### src/rtl/sump_response_tx.sv
// ----------------------------------------------------------------------------
// sump_response_tx
//
// Device-to-host half of the SUMP serial link. Answers ID and metadata
// queries and streams captured sample bytes, all serialized as UART 8N1.
//
// Ports:
//   system_clock  sole clock
//   ext_reset     asynchronous, active-high reset
//   id_req        one-cycle pulse: queue the ID response ("1ALS")
//   meta_req      one-cycle pulse: queue the metadata response
//   abort         one-cycle pulse: drop queued work, finish the current frame
//   smp_data      sample byte from capture memory readout
//   smp_valid     smp_data is valid
//   smp_ready     sample byte accepted when smp_valid & smp_ready
//   tx            UART line, idle high, registered
//   busy          a frame is in flight or a request is pending
//
// Bit FSM:
//   state | meaning
//   IDLE  | line idle, arbitrating requests / accepting a sample byte
//   START | driving the start bit (0)
//   DATA  | driving d[bit_idx], LSB first
//   STOP  | driving the stop bit (1); at its end pick the next byte
// ----------------------------------------------------------------------------
module sump_response_tx #(
    parameter int unsigned CLKS_PER_BIT = 10417,
    parameter int unsigned NUM_PROBES   = 8,
    parameter logic [31:0] MEM_DEPTH    = 32'h0000_2000,
    parameter logic [31:0] MAX_RATE_HZ  = 32'd100_000_000
) (
    input  logic       system_clock,
    input  logic       ext_reset,
    input  logic       id_req,
    input  logic       meta_req,
    input  logic       abort,
    input  logic [7:0] smp_data,
    input  logic       smp_valid,
    output logic       smp_ready,
    output logic       tx,
    output logic       busy
);

    typedef enum logic [1:0] {IDLE, START, DATA, STOP} state_t;
    typedef enum logic [1:0] {RESP_NONE, RESP_ID, RESP_META, RESP_SMP} resp_t;

    localparam logic [15:0] BAUD_RELOAD  = 16'(CLKS_PER_BIT - 1);
    localparam logic [4:0]  ID_LAST      = 5'd3;
    localparam logic [4:0]  META_LAST    = 5'd20;
    localparam logic [7:0]  NUM_PROBES_B = 8'(NUM_PROBES);

    state_t      state;
    resp_t       resp;
    logic [15:0] baud_cnt;
    logic [2:0]  bit_idx;
    logic [4:0]  byte_idx;
    logic [7:0]  shreg;
    logic        pend_id;
    logic        pend_meta;
    logic        resp_kill;

    logic        baud_tc;
    logic        frame_end;
    logic        abort_eff;
    logic        resp_last;
    logic        continue_resp;
    logic        arb_point;
    logic        id_yield;
    resp_t       arb_pick;
    logic        start_resp;
    logic        clr_id;
    logic        clr_meta;
    logic        smp_accept;

    function automatic logic [7:0] resp_byte(input resp_t r, input logic [4:0] idx);
        logic [7:0] b;
        b = 8'h00;
        if (r == RESP_ID) begin
            case (idx)
                5'd0:    b = 8'h31;
                5'd1:    b = 8'h41;
                5'd2:    b = 8'h4C;
                5'd3:    b = 8'h53;
                default: b = 8'h00;
            endcase
        end else if (r == RESP_META) begin
            case (idx)
                5'd0:    b = 8'h01;
                5'd1:    b = 8'h41;
                5'd2:    b = 8'h43;
                5'd3:    b = 8'h53;
                5'd4:    b = 8'h50;
                5'd5:    b = 8'h00;
                5'd6:    b = 8'h21;
                5'd7:    b = MEM_DEPTH[31:24];
                5'd8:    b = MEM_DEPTH[23:16];
                5'd9:    b = MEM_DEPTH[15:8];
                5'd10:   b = MEM_DEPTH[7:0];
                5'd11:   b = 8'h23;
                5'd12:   b = MAX_RATE_HZ[31:24];
                5'd13:   b = MAX_RATE_HZ[23:16];
                5'd14:   b = MAX_RATE_HZ[15:8];
                5'd15:   b = MAX_RATE_HZ[7:0];
                5'd16:   b = 8'h40;
                5'd17:   b = NUM_PROBES_B;
                5'd18:   b = 8'h41;
                5'd19:   b = 8'h02;
                default: b = 8'h00;
            endcase
        end
        return b;
    endfunction

    assign baud_tc    = (baud_cnt == 16'd0);
    assign frame_end  = (state == STOP) && baud_tc;
    // Abort only has meaning while something is on the wire.
    assign abort_eff  = abort && (state != IDLE);
    assign smp_ready  = (state == IDLE) && !pend_id && !pend_meta && !abort && !ext_reset;
    assign smp_accept = smp_valid && smp_ready;
    assign busy       = (state != IDLE) || pend_id || pend_meta;

    always_comb begin
        case (resp)
            RESP_ID:   resp_last = (byte_idx == ID_LAST);
            RESP_META: resp_last = (byte_idx == META_LAST);
            default:   resp_last = 1'b1;
        endcase
    end

    assign continue_resp = frame_end && !resp_kill && !abort && !resp_last;
    assign arb_point     = (state == IDLE) || (frame_end && !continue_resp);

    // An ID request re-raised while ID is being sent queues behind a pending
    // metadata request, so the host sees ID, metadata, then ID again.
    assign id_yield = pend_meta && (state == STOP) && (resp == RESP_ID);

    always_comb begin
        arb_pick = RESP_NONE;
        if (!abort_eff) begin
            if (pend_id && !id_yield) begin
                arb_pick = RESP_ID;
            end else if (pend_meta) begin
                arb_pick = RESP_META;
            end
        end
    end

    assign start_resp = arb_point && (arb_pick != RESP_NONE);
    assign clr_id     = start_resp && (arb_pick == RESP_ID);
    assign clr_meta   = start_resp && (arb_pick == RESP_META);

    always_ff @(posedge system_clock or posedge ext_reset) begin
        if (ext_reset) begin
            state     <= IDLE;
            resp      <= RESP_NONE;
            baud_cnt  <= 16'd0;
            bit_idx   <= 3'd0;
            byte_idx  <= 5'd0;
            shreg     <= 8'h00;
            pend_id   <= 1'b0;
            pend_meta <= 1'b0;
            resp_kill <= 1'b0;
            tx        <= 1'b1;
        end else begin
            // A new request always wins over a same-cycle clear or abort.
            pend_id   <= id_req   || (pend_id   && !clr_id   && !abort_eff);
            pend_meta <= meta_req || (pend_meta && !clr_meta && !abort_eff);

            if (abort_eff) begin
                resp_kill <= 1'b1;
            end

            case (state)
                IDLE: begin
                    if (start_resp) begin
                        state     <= START;
                        tx        <= 1'b0;
                        baud_cnt  <= BAUD_RELOAD;
                        resp      <= arb_pick;
                        byte_idx  <= 5'd0;
                        shreg     <= resp_byte(arb_pick, 5'd0);
                        resp_kill <= 1'b0;
                    end else if (smp_accept) begin
                        state     <= START;
                        tx        <= 1'b0;
                        baud_cnt  <= BAUD_RELOAD;
                        resp      <= RESP_SMP;
                        byte_idx  <= 5'd0;
                        shreg     <= smp_data;
                        resp_kill <= 1'b0;
                    end
                end

                START: begin
                    if (baud_tc) begin
                        state    <= DATA;
                        tx       <= shreg[0];
                        shreg    <= shreg >> 1;
                        bit_idx  <= 3'd0;
                        baud_cnt <= BAUD_RELOAD;
                    end else begin
                        baud_cnt <= baud_cnt - 16'd1;
                    end
                end

                DATA: begin
                    if (baud_tc) begin
                        baud_cnt <= BAUD_RELOAD;
                        if (bit_idx == 3'd7) begin
                            state <= STOP;
                            tx    <= 1'b1;
                        end else begin
                            bit_idx <= bit_idx + 3'd1;
                            tx      <= shreg[0];
                            shreg   <= shreg >> 1;
                        end
                    end else begin
                        baud_cnt <= baud_cnt - 16'd1;
                    end
                end

                STOP: begin
                    if (baud_tc) begin
                        if (continue_resp) begin
                            state    <= START;
                            tx       <= 1'b0;
                            baud_cnt <= BAUD_RELOAD;
                            byte_idx <= byte_idx + 5'd1;
                            shreg    <= resp_byte(resp, byte_idx + 5'd1);
                        end else if (start_resp) begin
                            state     <= START;
                            tx        <= 1'b0;
                            baud_cnt  <= BAUD_RELOAD;
                            resp      <= arb_pick;
                            byte_idx  <= 5'd0;
                            shreg     <= resp_byte(arb_pick, 5'd0);
                            resp_kill <= 1'b0;
                        end else begin
                            state    <= IDLE;
                            resp     <= RESP_NONE;
                            byte_idx <= 5'd0;
                        end
                    end else begin
                        baud_cnt <= baud_cnt - 16'd1;
                    end
                end

                default: begin
                    state <= IDLE;
                    tx    <= 1'b1;
                end
            endcase
        end
    end

endmodule

### config.mk
export PLATFORM = sky130hd
export DESIGN_NAME = sump_response_tx
export DESIGN_NICKNAME = d
export VERILOG_FILES = /design/src/rtl/sump_response_tx.sv
export SDC_FILE = /design/constraint.sdc
export NUM_CORES = 1
export LEC_CHECK = 0
export CAP_MARGIN = 10
export CORE_MARGIN = 4
export CORE_UTILIZATION = 45
export DETAILED_ROUTE_END_ITERATION = 8
export GPL_ROUTABILITY_DRIVEN = 0
export PLACE_DENSITY = 0.75
export SETUP_SLACK_MARGIN = 0.3
export SLEW_MARGIN = 30
export SYNTH_ARGS = -nofsm -noshare
export SYNTH_HDL_FRONTEND = slang
export SYNTH_SLANG_ARGS = --single-unit
### constraint.sdc
create_clock -name system_clock -period 3 [get_ports system_clock]
set_clock_uncertainty 0.05 [all_clocks]
set_input_delay 0.3 -clock system_clock [delete_from_list [all_inputs] [get_ports system_clock]]
set_output_delay 0.3 -clock system_clock [all_outputs]
set_load 0.02 [all_outputs]
# Word-level counts from Yosys, hierarchy flattened
# Memory sizes are Yosys's and may differ from the RTL's.
# Cells that the tools add are included.
# op_classes
addsub	3
n_eq_ne	22
n_mux	65
reduce_logical	52
# ops
cell	n
2-to-1 mux 16 bit	6
2-to-1 mux 8 bit	10
one-hot mux 16 bit (3 select lines)	1
one-hot mux 8 bit (4 select lines)	1
2-to-1 mux 2 bit	14
one-hot mux 7 bit (4 select lines)	1
logical AND 1 bit	21
2-to-1 mux 5 bit	4
2-to-1 mux 1 bit	17
zero test 16 bit	1
subtractor 16 x 1 -> 16 bit, second input constant	1
== test 5 x 2 -> 1 bit, second input constant	3
inequality test 2 bit, second input constant	6
zero test 1 bit	11
one-hot mux 5 bit (2 select lines)	1
AND reduction 5 bit	2
2-to-1 mux 3 bit	3
== test 2 bit, second input constant	4
one-hot mux 2 bit (4 select lines)	1
AND reduction 4 bit	2
nonzero test 2 bit	4
== test 2 x 1 -> 1 bit, second input constant	3
2-to-1 mux 6 bit	1
inequality test 3 bit, second input constant	2
other kinds (17)	22
# totals
reg_bits	40
mem_bits_ro	256
input_bits	14
output_inout_bits	3
word_cells	153
mem_count	1
# memory_table
name	depth	width	read_ports	rd_clocked_by_memory_dff	wr	line_no	source
(name not given)	32	8	1	0	0	87	case (idx)

# Longest topological paths before layout
# Gate-level depths: netlist of the first run.
# logic_depth
word_depth	14
depth_mapped	18
mapped_depth_nobuf	14

# Least setup slack after synthesis of the first run
# No wires, ideal clock.
# synth_timing
path_type	reg2reg
from	register state[0]
to	register shreg[0]
setup_time_ps	121
arrival_ps	2896
required_ps	2829
slack_ps	-67
path_stages_with_launch	18
n_path_buf	4
synth_period_minus_slack_ps	3067
cell_sequence	dfrtp_1 > inv_1 > ha_1 > buf_6 > inv_1 > nand2_1 > nand2_1 > a31oi_1 > inv_1 > ha_1 > buf_6 > inv_1 > o32ai_1 > o22a_1 > or3b_1 > clkbuf_2 > buf_6 > a22o_1
# synth_between
elab_chain_len	14
elab_cells_between_ends	42
classes_between	eq/ne: 11; mux: 9; reduce/logical: 22
# synth_rtl
element	line_no	source
from (decl)	52	state_t state;
from (signal assigned)	154	state <= IDLE;
from (signal assigned)	176	state <= START;
from (signal assigned)	184	state <= START;
== test 2 bit	115, 135, 173	
logical AND 1 bit (2 in series)	135	assign id_yield = pend_meta && (state == STOP) && (resp == RESP_ID);
zero test 1 bit	140	if (pend_id && !id_yield) begin
logical AND 1 bit	140	
2-to-1 mux 2 bit	140	
2-to-1 mux 2 bit	139	if (!abort_eff) begin
== test 2 bit	86	end else if (r == RESP_META) begin
2-to-1 mux 1 bit	86	
2-to-1 mux 6 bit	78	if (r == RESP_ID) begin
2-to-1 mux 8 bit	230	end else if (start_resp) begin
2-to-1 mux 8 bit	224	if (continue_resp) begin
2-to-1 mux 8 bit	223	if (baud_tc) begin
one-hot mux 8 bit (4 select lines)	173	case (state)
to (signal assigned)	181	shreg <= resp_byte(arb_pick, 5'd0);
to (signal assigned)	229	shreg <= resp_byte(resp, byte_idx + 5'd1);
to (signal assigned)	236	shreg <= resp_byte(arb_pick, 5'd0);
to (decl)	57	logic [7:0] shreg;
# Several ways; a longest one is shown, not always the timed one. The select of a mux whose other input is x is not followed.
# A chain may end at the register's enable or synchronous reset.

# Worst setup path after layout of the first run
# layout_timing
from	register state[1]
to	register shreg[5]
# layout_between
elab_chain_len	13
elab_cells_between_ends	40
classes_between	eq/ne: 10; mux: 8; reduce/logical: 22
# layout_rtl
element	line_no
== test 2 bit	115, 135, 173
logical AND 1 bit (2 in series)	135
zero test 1 bit	140
logical AND 1 bit	140
2-to-1 mux 2 bit	140
2-to-1 mux 2 bit	139
== test 2 x 1 -> 1 bit	78
2-to-1 mux 6 bit	78
2-to-1 mux 8 bit	230
2-to-1 mux 8 bit	224
2-to-1 mux 8 bit	223
one-hot mux 8 bit (4 select lines)	173
# Several ways; a longest one is shown, not always the timed one. The select of a mux whose other input is x is not followed.

==> results of run 1 <==
[metrics by stage]
stage / utilization, % / setup WS, ns / instance area (sq um) / power, mW
after detailed placement: 51.4 / 0.0492 / 3490 / 2.43
after global routing: 57.1 / 0.247 / 3880 / 3.56
after global placement: 51.4 / 0.155 / 3490 / 2.38
final: 57.1 / 0.363 / 3880 / 3.31
after CTS: 53.8 / 0.299 / 3650 / 2.99
after floorplan: - / 0.230 / 3230 / 2.09
[synthesized netlist by cell type, types with 4 or more instances]
master | count | area, sq um
sky130_fd_sc_hd__ha_1 | 19 | 238
sky130_fd_sc_hd__nand2b_1 | 7 | 43.8
sky130_fd_sc_hd__clkbuf_1 | 5 | 18.8
sky130_fd_sc_hd__clkbuf_8 | 4 | 55.1
sky130_fd_sc_hd__nor3_1 | 5 | 25.0
sky130_fd_sc_hd__a21oi_1 | 31 | 155
sky130_fd_sc_hd__o31ai_1 | 11 | 82.6
sky130_fd_sc_hd__inv_1 | 18 | 67.6
sky130_fd_sc_hd__a22o_1 | 8 | 70.1
sky130_fd_sc_hd__mux2i_1 | 4 | 40.0
sky130_fd_sc_hd__a31oi_1 | 10 | 62.6
sky130_fd_sc_hd__and3_1 | 5 | 31.3
sky130_fd_sc_hd__buf_2 | 5 | 25.0
sky130_fd_sc_hd__o21ai_0 | 34 | 170
sky130_fd_sc_hd__nand3_1 | 8 | 40.0
sky130_fd_sc_hd__dfrtp_1 | 39 | 976
sky130_fd_sc_hd__nor2_1 | 45 | 169
sky130_fd_sc_hd__xnor2_1 | 6 | 52.6
sky130_fd_sc_hd__or2_2 | 4 | 25.0
sky130_fd_sc_hd__nand2_1 | 47 | 176
sky130_fd_sc_hd__nor2b_1 | 4 | 25.0
sky130_fd_sc_hd__a211oi_1 | 4 | 30.0
[registers in the layout (all words and copies together) (netlist names), 2 cells and up]
register and flops:
bit_idx 3, resp 2, baud_cnt 16, shreg 8, state 2, byte_idx 5
[power by group through the flow]
stage	Clock, mW	Sequential (mW)	Combinational (mW)
6_report	0.453	0.817	2.04
5_1_grt	0.487	0.836	2.24
4_1_cts	0.461	0.811	1.72
3_5_place_dp	0	0.820	1.61
3_3_place_gp	0	0.818	1.56
2_1_floorplan	0	0.798	1.29
[worst max path at each step]
stage                        start  endpoint  slack, ns  depth (start not counted)
after floorplan           state[0]  shreg[0]       0.23                         17
after global placement       abort  shreg[5]       0.16                         12
after detailed placement     abort  shreg[5]       0.05                         12
after CTS                 state[1]  shreg[0]       0.30                         15
after global routing      state[1]  shreg[0]       0.25                         15
final                     state[1]  shreg[5]       0.36                         15
[metal layers]
metal  track usage [%]  vias to the layer above  wire (microns)
li1                  -                     1484               -
met1              28.3                     1409            3780
met2              28.8                       93            3740
met3              3.28                        8             427
met4              4.90                        0              85
met5                 0                        -               0
[final cells by class]
class | instances | area share (%)
Inverter | 18 | 1.94
Tap cell | 96 | 3.10
Sequential cell | 40 | 25.9
Clock inverter | 3 | 1.10
Timing Repair Buffer | 56 | 12.4
Clock buffer | 5 | 1.77
Multi-Input combinational cell | 308 | 53.9
[cells by family (layout without fill, tap and decap cells)]
group / Yosys count / in the layout / synth area share [%]
and+or+nand+nor: 153 / 153 / 25.3
AOI/OAI and AO/OA: 123 / 123 / 24.7
DFF: 40 / 40 / 31.8
buffers and inverters: 37 / 82 / 6.75
adders and majority gates: 19 / 19 / 7.55
xor gates and xnor gates: 8 / 8 / 2.22
muxes: 5 / 5 / 1.63
[worst max-delay path: stages (launching register included)]
cell and delay [ns]:
sky130_fd_sc_hd__dfrtp_1 0.42, sky130_fd_sc_hd__inv_2 0.10, sky130_fd_sc_hd__ha_4 0.18, sky130_fd_sc_hd__inv_6 0.05, sky130_fd_sc_hd__nand2_4 0.08, sky130_fd_sc_hd__nand2_4 0.06
sky130_fd_sc_hd__a31oi_4 0.16, sky130_fd_sc_hd__inv_2 0.08, sky130_fd_sc_hd__ha_4 0.18, sky130_fd_sc_hd__nand2_2 0.07, sky130_fd_sc_hd__o32ai_2 0.08, sky130_fd_sc_hd__o22a_1 0.24
sky130_fd_sc_hd__or3b_4 0.42, sky130_fd_sc_hd__buf_6 0.16, sky130_fd_sc_hd__mux2i_1 0.14, sky130_fd_sc_hd__a21oi_1 0.05
[layout by cell type, fill, tap and decap left out, types with 3 or more instances in the layout]
cell type	instances
sky130_fd_sc_hd__o21ai_0	34
sky130_fd_sc_hd__nor2_1	43
sky130_fd_sc_hd__clkdlybuf4s50_1	15
sky130_fd_sc_hd__a22o_1	8
sky130_fd_sc_hd__clkbuf_8	5
sky130_fd_sc_hd__nor3b_1	3
sky130_fd_sc_hd__inv_1	12
sky130_fd_sc_hd__and3_1	5
sky130_fd_sc_hd__nor4_1	3
sky130_fd_sc_hd__nand2_1	42
sky130_fd_sc_hd__a31oi_1	8
sky130_fd_sc_hd__xnor2_1	6
sky130_fd_sc_hd__mux2i_1	4
sky130_fd_sc_hd__dfrtp_1	38
sky130_fd_sc_hd__inv_2	4
sky130_fd_sc_hd__nor3_1	5
sky130_fd_sc_hd__ha_1	16
sky130_fd_sc_hd__buf_4	37
sky130_fd_sc_hd__or2_2	4
sky130_fd_sc_hd__nor2b_1	4
sky130_fd_sc_hd__or3_1	3
sky130_fd_sc_hd__nand3_1	8
sky130_fd_sc_hd__a21oi_1	29
sky130_fd_sc_hd__o211ai_1	3
sky130_fd_sc_hd__o31ai_1	9
sky130_fd_sc_hd__nand2b_1	7
sky130_fd_sc_hd__a211oi_1	4
sky130_fd_sc_hd__nand3b_1	3
sky130_fd_sc_hd__nand2_4	3
[timing repair]
action | 4_1_cts | 5_1_grt
gates resized for setup | 6 | 22
setup buffers | 5 | 18
pin swaps | 1 | 11
endpoints found under the setup margin | 13 | 32
==> run summary, run 1 <==
The run finished with clean final reports. The total vias in the final route is roughly 3000. The total wirelength of the detailed-routed design came out at ~8000 microns. The endpoint identified for the worst register-to-register timing path is shreg[5]. The top-level I/O count is 17. The clock sink total came out at 40.

Internal power comes to approximately 1.9 mW. After detailed routing, the number of remaining DRC violations is 0. Hold repair after CTS inserted 0 buffers. Entering global routing, the biggest net connects 41 pins.

The total setup violations reported at the end of the flow is 0. The worst-path maximum fanout is 6. The setup slack of the most critical reg-to-reg path came out at ~0.36 ns.

The placed wire-length estimate came out at 5690 microns. Counting distinct cell types in the post-synthesis netlist gives 60. The net count after synthesis came out at roughly 420. The count of flip-flops with a built-in enable after synthesis is 0.

In this run the most critical hold path is launched from shreg[7]. Row generation in the floorplan step produced 30 rows. The type of element launching the critical path is a register. The register clock-pin slew on the reported worst setup and hold paths came out at 0.09 ns. The total of warnings raised by yosys is 0. The relative area change from synthesis to final layout came out at 23.1%.

The most used flip-flop cell after synthesis is sky130_fd_sc_hd__dfrtp_1. The analysis attributes to cell leakage a power of about 1.6 nW. The global-route wire length before repair is 13200 microns. The combined area of the multi-input logic cells is approximately 0.0021 sq mm.

The hold violation count in the final report came to 0. The areal power density over the cells came out at 854 mW/mm^2. The area taken by flip-flops and latches came out at 0.00100 sq mm. The tightest hold margin came out at about 0.45 ns.

For hold timing, the worst endpoint is shreg[7]. At the worst endpoint, the required time is between 3 and 4 ns. The fraction of power consumed by sequential logic is 24.7%. The mean routed wirelength per cell came out at around 15 microns. Based on the critical path, the design can be clocked at up to approximately 380 MHz. The number of design-rule violations left by the first detailed-router iteration is between 200 and 300. The CTS buffer count is 5. In the finished design, the share of the clock period the worst path needs comes to 87.9%. The category of the critical setup timing path is register to register. For the pin with the worst max-slew slack, the measured transition is ~0.75 ns.

The number of buffers on the longest clock path came out at 2. TritonCTS built the clock tree. The number of diodes came out at 0. The antenna violation net count after detailed routing is 0. The count of mapped cells out of synthesis came out at 385. Headroom to the max-slew limit came out at 49.6%. The switching portion of total power is 43.9%. The final setup TNS is 0 ns. The arrival time at the worst endpoint came out at around 2.8 ns.

The die area came out at around 0.0084 sq mm. The number of inserted filler cells in the final layout is just under 600. The final-stage net count came out at approximately 460. The initial antenna violation count is 0. The async set-or-reset flop fraction in the synthesized netlist came out at 100%.

The final critical path time including I/O delays and setup came out at 2.64 ns. In this run the critical register-to-register path is launched from state[1]. The fraction of power consumed by the clock network is 13.7%. The endpoint kind of the worst setup timing path is a register.

The horizontal die dimension came out at roughly 90 microns. The via density per instance came out at around 5.7. The final count of pins violating max slew came out at 0. The cell depth of the worst flop-to-flop path is 15.

The synthesized area per cell is ~8.2 sq um. The floorplan core area is 0.00679 sq mm. The max capacitance violation total is 0. The detailed-routing iteration count for the pre-antenna-repair pass came out at 5. The clock tree root buffer cell is sky130_fd_sc_hd__clkbuf_8. VDD sags by at most 0.000450 V. The number of cells in the finished layout apart from fillers came out at ~530. Summing the sequential cell areas from Yosys gives a little under a third of the chip area.

The total congestion overflow came out at 0. The insertion delay to the later sink of the worst-skew pair is ~0.30 ns. The worst hold path belongs to the class register to register. The netlist area before placement is about 0.0032 sq mm. The number of placed cells counting well taps came out at 495. The initial core utilization is a little under half. Setup repair after global routing could not meet its margin everywhere. Per report_power, the combinational group accounts for between 60% and 70% of the total. The number of I/O port buffers came out at 16. The layout cell share with drive strength beyond 1 came out at approximately 22%. The via count of the first global-routing pass came to about 2700. The worst hold path was traced through 2 stages. The global-route usage over all layers is 19.1%. The H-tree was split into 2 levels. The flip-flop and latch count after synthesis came out at 40. The y dimension of the die came out at 91.7 microns. Summed over all nets, the switching power comes to approximately 1.5 mW.
(Power assumes the default switching activity.)
==> run 2: changes to the inputs <==
==> constraint.sdc (replaced) <==
create_clock -name system_clock -period 3 [get_ports system_clock]
set_clock_uncertainty 0.05 [all_clocks]
set_input_delay 0.6 -clock system_clock [delete_from_list [all_inputs] [get_ports system_clock]]
set_output_delay 0.6 -clock system_clock [all_outputs]
set_load 0.02 [all_outputs]
==> run summary, run 2 (synthesis gave the netlist of run 1 again) <==
The flow ran to the end, and the final reports show no timing, DRC or antenna violations. The arrival time at the worst endpoint came to 2.92 ns (+0.15 ns). The slowest stage of the critical path is the sky130_fd_sc_hd__or4_4 cell. In this run the worst setup path terminates at shreg[6]. The die area came out at 0.00840 sq mm (unchanged). The stage delay of the slowest cell on the critical path came to 0.45 ns (+0.03 ns). The critical path required time is 3.18 ns (+0.04 ns).

The total setup violations reported at the end of the flow came out at 0 (unchanged). The initial core utilization came to 46.4% (unchanged). The global-route usage over all layers is 18.9% (-0.21 points).

The antenna violation net count after detailed routing is 0 (unchanged). The total congestion overflow came out at 0 (unchanged). The clock tree root buffer cell is sky130_fd_sc_hd__clkbuf_8. The DRC violations left came out at 0 (unchanged).

The worst slew slack as a fraction of its limit is 49.3% (-0.35 points). The hold buffer count at CTS is 0 (unchanged). The fraction of power consumed by the clock network came to 13.7% (about the same). The via count of the first global-routing pass came out at 2799 (+3.7%).

The endpoint identified for the worst register-to-register timing path is shreg[6]. The number of levels the H-tree was split into came out at 2 (unchanged). The horizontal die dimension came out at 91.7 microns (unchanged). The fraction of power consumed by sequential logic is 25.0% (+0.3 points).

The internal power contribution came out at 1.84 mW (-0.84%). The setup slack after layout came out at 0.260 ns (-0.102 ns). The register clock-pin slew on the reported worst setup and hold paths is 0.08 ns (about the same). The fraction of power consumed by combinational cells came out at 61.3% (-0.4 points). Leaving out fill and tap cells, the most frequent cells in the layout are sky130_fd_sc_hd__nor2_1, sky130_fd_sc_hd__buf_4, sky130_fd_sc_hd__nand2_1. The areal power density over the cells is 835 mW/mm^2 (-2.3%).

The number of cells in the finished layout apart from fillers is 533 (+1.3%). The worst setup path is launched from a register. The leakage component of the power is 1.68 nW (+1.7%). The CTS buffer count is 5 (unchanged). The setup slack of the most critical reg-to-reg path came out at 0.26 ns (-0.10 ns). The cell depth of the worst flop-to-flop path was 7 (-8). The largest voltage drop on the vdd net is 0.000504 V (+12%). The number of inserted filler cells in the final layout came out at 580 (-1.5%).

The critical path is of the register to register type. The tightest hold margin is 0.450 ns (+0.00295 ns). The global-route wire length before repair came out at 13300 microns (+0.73%). The number of flip-flops in the largest register came out at 16 (unchanged). The number of buffers on the longest clock path is 2 (unchanged). The timing startpoint of the critical path is baud_cnt[12]. met2 is the most crowded layer. The placed wire-length estimate is 5790 microns (+1.8%).

The initial antenna violation count was 0 (unchanged). The final count of pins violating max slew was 0 (unchanged). The largest registers in the layout are baud_cnt x16, shreg x8, byte_idx x5. The worst-path maximum fanout came out at 4 (-2). The via density per instance came out at 5.84 (+2.5%).

The relative area change from synthesis to final layout is 24.5%. The number of placed cells counting well taps came out at 509 (+2.8%). The detailed-routing iteration count for the pre-antenna-repair pass is 6 (+1).

The final critical path time including I/O delays and setup was 2.74 ns (+0.102 ns). The cell that appears most often on the critical path is sky130_fd_sc_hd__or3_4. Setup repair after global routing could not meet its margin everywhere.

The largest net degree at the start of global routing came out at 41 (unchanged). The global routing usage on met2 is 30.2% (+1.3 points). The post-detailed-placement cell area is 0.00360 sq mm (+3.0%).

Counting flops per register, the top entry is baud_cnt. TritonCTS built the clock tree. The number of cell rows is 30 (unchanged).

The top achievable clock speed is 365 MHz (-3.7%). The launch point of the worst hold path is shreg[3]. The floorplan core area came out at 0.00679 sq mm (unchanged).

The number of design-rule violations left by the first detailed-router iteration was 303 (+7.1%). The worst register-to-register path begins at baud_cnt[12]. The final non-filler cell area came out at 0.00392 sq mm (+1.2%). The top-level I/O count came out at 17 (unchanged). The total wirelength of the detailed-routed design came out at 8320 microns (+3.6%). Traced cell by cell, the critical path runs through or3_4, or4_4, or3_4, nor4_4, nand4_1, a21o_1, a21oi_2. The insertion delay to the later sink of the worst-skew pair is 0.30 ns (about the same). The met3 demand-to-capacity share in global routing is 3.04% (-0.25 points). The min-delay analysis places its worst path in the category register to register.

The fraction of met1 tracks used by global routing came out at 27.5% (-0.81 points). The net load switching power came out at 1.43 mW (-1.5%). The final cell utilization of the core came out at 57.8% (+0.66 points). The switching portion of total power came out at 43.8% (-0.16 points). The max capacitance violation total was 0 (unchanged). The part of the cycle the worst path needs is 91.3% (+3.4 points). The final-stage net count came out at 469 (+1.5%).

The worst setup path is captured at a register. The worst-margin pin slew is 0.755 ns (+0.00524 ns). The y dimension of the die came out at 91.7 microns (unchanged). The clock sink total came to 40 (unchanged). The number of I/O port buffers came out at 16 (unchanged).

The number of diodes is 0 (unchanged). The mean routed wirelength per cell came out at 15.6 microns (+2.3%). The hold violation count in the final report came to 0 (unchanged). The layout cell share with drive strength beyond 1 came out at 23.1% (+1.5 points). The total vias in the final route came out at 3111 (+3.9%). The worst slack at placement came out at -0.0889 ns (-0.138 ns).
## run 2: routing by layer
layer	share of wire, %	wire length [microns]
met5	0	0
met4	1.7	144
met3	6.1	508
met2	46	3860
met1	46	3810
## run 2: power by group through the flow
stage	registers, mW	logic [mW]	clock network, mW
finish	0.819	2.01	0.450
floorplan	0.798	1.29	0
CTS	0.814	1.77	0.454
detailed placement	0.824	1.72	0
global route	0.832	2.19	0.471
global placement	0.819	1.70	0
## run 2: layout make-up
type                       instances  area [sq um]  share of cell area (%)
multi-input combinational        308          2110                    53.7
sequential                        40          1000                    25.6
timing repair buffer              63           512                    13.0
clock inverter                     2          35.0                   0.893
clock buffer                       6          72.6                    1.85
tap                               96           120                    3.06
inverter                          18          75.1                    1.91
## run 2: critical path, delay by kind of cell, from the launching register on
family           cells  cell delay (ns)
AND/OR/NAND/NOR      5             1.85
AO/OA/AOI/OAI        2             0.34
flip-flops           1             0.42
## run 2: worst min path at each step
stage,to,slack [ns],cells after the start
floorplan,shreg[2],0.40,2
global placement,shreg[4],0.42,2
detailed placement,shreg[7],0.43,2
finish,shreg[3],0.45,2
CTS,shreg[7],0.45,2
global route,shreg[3],0.47,2
## run 2: repair_timing
action                                  4_1_cts  5_1_grt
endpoints found under the hold margin         0        0
gates cloned                                  0        1
pin swaps                                     0       11
resized for setup                             5       20
endpoints found under the setup margin       18       31
setup buffers                                 2       13
## run 2: metrics by stage
| step | power (mW) | setup TNS, ns |
|---|---|---|
| 2_1_floorplan | 2.09 | 0 |
| 6_report | 3.27 | 0 |
| 5_1_grt | 3.49 | 0 |
| 3_5_place_dp | 2.54 | -0.895 |
| 4_1_cts | 3.04 | 0 |
| 3_3_place_gp | 2.52 | -0.00570 |
==> run 3: changes to the inputs <==
--- a/config.mk
+++ b/config.mk
@@ -10,7 +10,7 @@
 export CORE_UTILIZATION = 45
 export DETAILED_ROUTE_END_ITERATION = 8
 export GPL_ROUTABILITY_DRIVEN = 0
-export PLACE_DENSITY = 0.75
+export PLACE_DENSITY = 0.73
 export SETUP_SLACK_MARGIN = 0.3
 export SLEW_MARGIN = 30
 export SYNTH_ARGS = -nofsm -noshare
==> constraint.sdc (replaced) <==
create_clock -name system_clock -period 3.4 [get_ports system_clock]
set_clock_uncertainty 0.05 [all_clocks]
set_input_delay 0.68 -clock system_clock [delete_from_list [all_inputs] [get_ports system_clock]]
set_output_delay 0.68 -clock system_clock [all_outputs]
set_load 0.02 [all_outputs]
==> run summary, run 3 (synthesis gave the netlist of run 1 again) <==
The y dimension of the die came out at 91.7 microns (unchanged). The top-level I/O count came to 17 (unchanged). The global-route usage over all layers is 18.7% (-0.20 points).

The worst path buffer plus inverter count is 3 (+3). The largest voltage drop on the vdd net came out at 0.000370 V (-27%). The cell depth of the worst flop-to-flop path is 14 (+7). The flow ran to the end, and the final reports show no timing, DRC or antenna violations. baud_cnt holds more flip-flops than any other register. The CTS tree is built. The number of cell rows came out at 30 (unchanged). The DRC violations left came out at 0 (unchanged). The number of design-rule violations left by the first detailed-router iteration came out at 161 (-47%). The total congestion overflow is 0 (unchanged). The floorplan core area came to 0.00679 sq mm (unchanged). The top achievable clock speed came out at 336 MHz. The areal power density over the cells was 695 mW/mm^2 (-17%). The largest registers in the layout are baud_cnt x16, shreg x8, byte_idx x5. The start of the worst register-to-register path is state[1]. The number of levels the H-tree was split into came out at 2 (unchanged). The CTS buffer count was 5 (unchanged). Setup repair after global routing left no endpoint under its margin.

The initial antenna violation count came out at 0 (unchanged). The die area is 0.00840 sq mm (unchanged). The horizontal die dimension was 91.7 microns (unchanged).

The leakage component of the power is 1.48 nW (-12%). The hold buffer count at CTS came to 0 (unchanged). The max capacitance violation total was 0 (unchanged). The antenna violation net count after detailed routing came out at 0 (unchanged). The number of I/O port buffers was 16 (unchanged).

The worst slew slack as a fraction of its limit came out at 38.5% (-11 points). CTS placed an instance of sky130_fd_sc_hd__clkbuf_8 at the clock tree root. The final setup TNS is 0 ns (unchanged). The global-route wire length before repair came out at 13000 microns (-1.9%). The fraction of met1 tracks used by global routing was 25.4% (-2.0 points). The number of instances on the worst hold path came out at 2 (unchanged). The total setup violations reported at the end of the flow came out at 0 (unchanged). The stage delay of the slowest cell on the critical path came to 0.57 ns (+0.12 ns).

The layout cell share with drive strength beyond 1 came out at 13.0% (-10 points). The number of buffers on the longest clock path is 2 (unchanged). The register clock-pin slew on the reported worst setup and hold paths came out at 0.08 ns (about the same). The most frequent standard cell in the layout excluding fill and tap cells is sky130_fd_sc_hd__nand2_1. The total wirelength of the detailed-routed design is 7640 microns (-8.2%). The number of diodes is 0 (unchanged).

The placed wire-length estimate is 5680 microns (-1.9%). The detailed-routing iteration count for the pre-antenna-repair pass is 6 (unchanged). The critical path starts at state[1].

The library cell contributing the largest single delay on the critical path is sky130_fd_sc_hd__clkdlybuf4s50_1. The worst-margin pin slew is 0.914 ns (+0.159 ns). The mean routed wirelength per cell is 15.2 microns (-2.8%).

The number of flip-flops in the largest register is 16 (unchanged). The largest net degree at the start of global routing came out at 32 (-22%). Compared with the post-synthesis result, the final layout area differs by 12.0%.

The type of the worst min-delay path is register to register. The endpoint identified for the worst register-to-register timing path is shreg[2]. The final count of pins violating max slew came out at 0 (unchanged). The final critical path time including I/O delays and setup is slightly below 3 ns. Traced cell by cell, the critical path runs through inv_1, ha_2, buf_6, or3b_1, clkdlybuf4s50_1. The setup slack of the most critical reg-to-reg path came out at 0.49 ns (+0.23 ns). The library cells used most frequently in the layout, excluding fill and tap cells, are sky130_fd_sc_hd__nand2_1, sky130_fd_sc_hd__nor2_1, sky130_fd_sc_hd__dfrtp_1. The global-route layer with the greatest usage is met2. The category of the critical setup timing path is register to output pin. The clock sink total came out at 40 (unchanged).

The arrival time at the worst endpoint came out at 2.24 ns (-0.68 ns). The worst hold path begins at tx. The hold violation count in the final report came out at 0 (unchanged). The via density per instance is 5.73 (-1.9%). The end point of the most critical hold path is tx. The worst-path maximum fanout is 27 (+23). The met3 demand-to-capacity share in global routing came out at 3.28% (+0.25 points).

STA classifies the critical path endpoint as an output pin. The insertion delay to the later sink of the worst-skew pair is 0.30 ns (about the same). The critical path required time is 2.67 ns (-0.51 ns). The total vias in the final route was 2880 (-7.4%). The via count of the first global-routing pass is 2834 (+1.3%). The post-route total power came out at 2.45 mW (-25%).

The final-stage net count came out at 440 (-6.2%). The global routing usage on met2 is 30.0% (-0.18 points). The part of the cycle the worst path needs came out at 87.5%. The cell class contributing the biggest share of worst-path delay is buffers and inverters.

The initial core utilization is 46.4% (unchanged). STA classifies the critical path startpoint as a register.
## run 3: changes by cell type in the layout (fill, tap and decap cells not counted), sizes merged
cell           delta
buf              -29
bufinv            -1
clkbuf            -1
clkdlybuf4s50     +1
clkinvlp          +1
dlygate4sd2       -1
## run 3: worst register-to-register path: cells and delay by family, from the launching register on
kind	cells	cell delay, ns
adders and majority gates	2	0.41
buffers and inverters	5	0.56
AOI/OAI and AO/OA	4	0.75
and+or+nand+nor	3	0.61
DFF	1	0.42
## run 3: power by group
part / total, mW / switching [mW] / internal, mW
clock network: 0.314 / 0.175 / 0.139
registers: 0.716 / 0.110 / 0.606
logic: 1.42 / 0.836 / 0.586
## run 3: final cells by class
| class | count | area [sq um] |
|---|---|---|
| sequential | 40 | 1000 |
| timing repair buffer | 34 | 298 |
| clock buffer | 5 | 68.8 |
| multi-input combinational | 308 | 1960 |
| inverter | 18 | 67.6 |
| fill | 622 | 3260 |
| clock inverter | 2 | 12.5 |
| tap | 96 | 120 |
## run 3: what timing repair did
| item | 4_1_cts | 5_1_grt |
|---|---|---|
| resized for setup | 4 | 9 |
| setup endpoints to repair | 7 | 29 |
| buffers inserted | 0 | 1 |
## run 3: stage by stage
step	instances	cell area [sq um]	hold WS, ns	setup WS, ns	utilization, %
floorplan	385	3150	0.398	0.333	-
global placement	495	3410	0.417	0.105	50.2
detailed placement	495	3410	0.420	-0.0202	50.2
CTS	502	3500	0.431	0.301	51.6
global route	503	3530	0.457	0.284	52.0
finish	503	3530	0.425	0.425	52.0
## run 3: how the worst max path moves through the flow
| stage | slack (ns) | depth (start not counted) | to |
|---|---|---|---|
| 6_report | 0.43 | 5 | busy |
| 3_3_place_gp | 0.11 | 12 | shreg[2] |
| 3_5_place_dp | -0.02 | 12 | shreg[2] |
| 4_1_cts | 0.30 | 14 | shreg[2] |
| 2_1_floorplan | 0.33 | 17 | shreg[0] |
| 5_1_grt | 0.28 | 14 | shreg[4] |
## run 3: layer usage
metal,vias to the layer above,part of all wire [%]
li1,1433,-
met1,1357,48
met2,76,47
met3,14,3.9
met4,0,1.6
met5,-,0
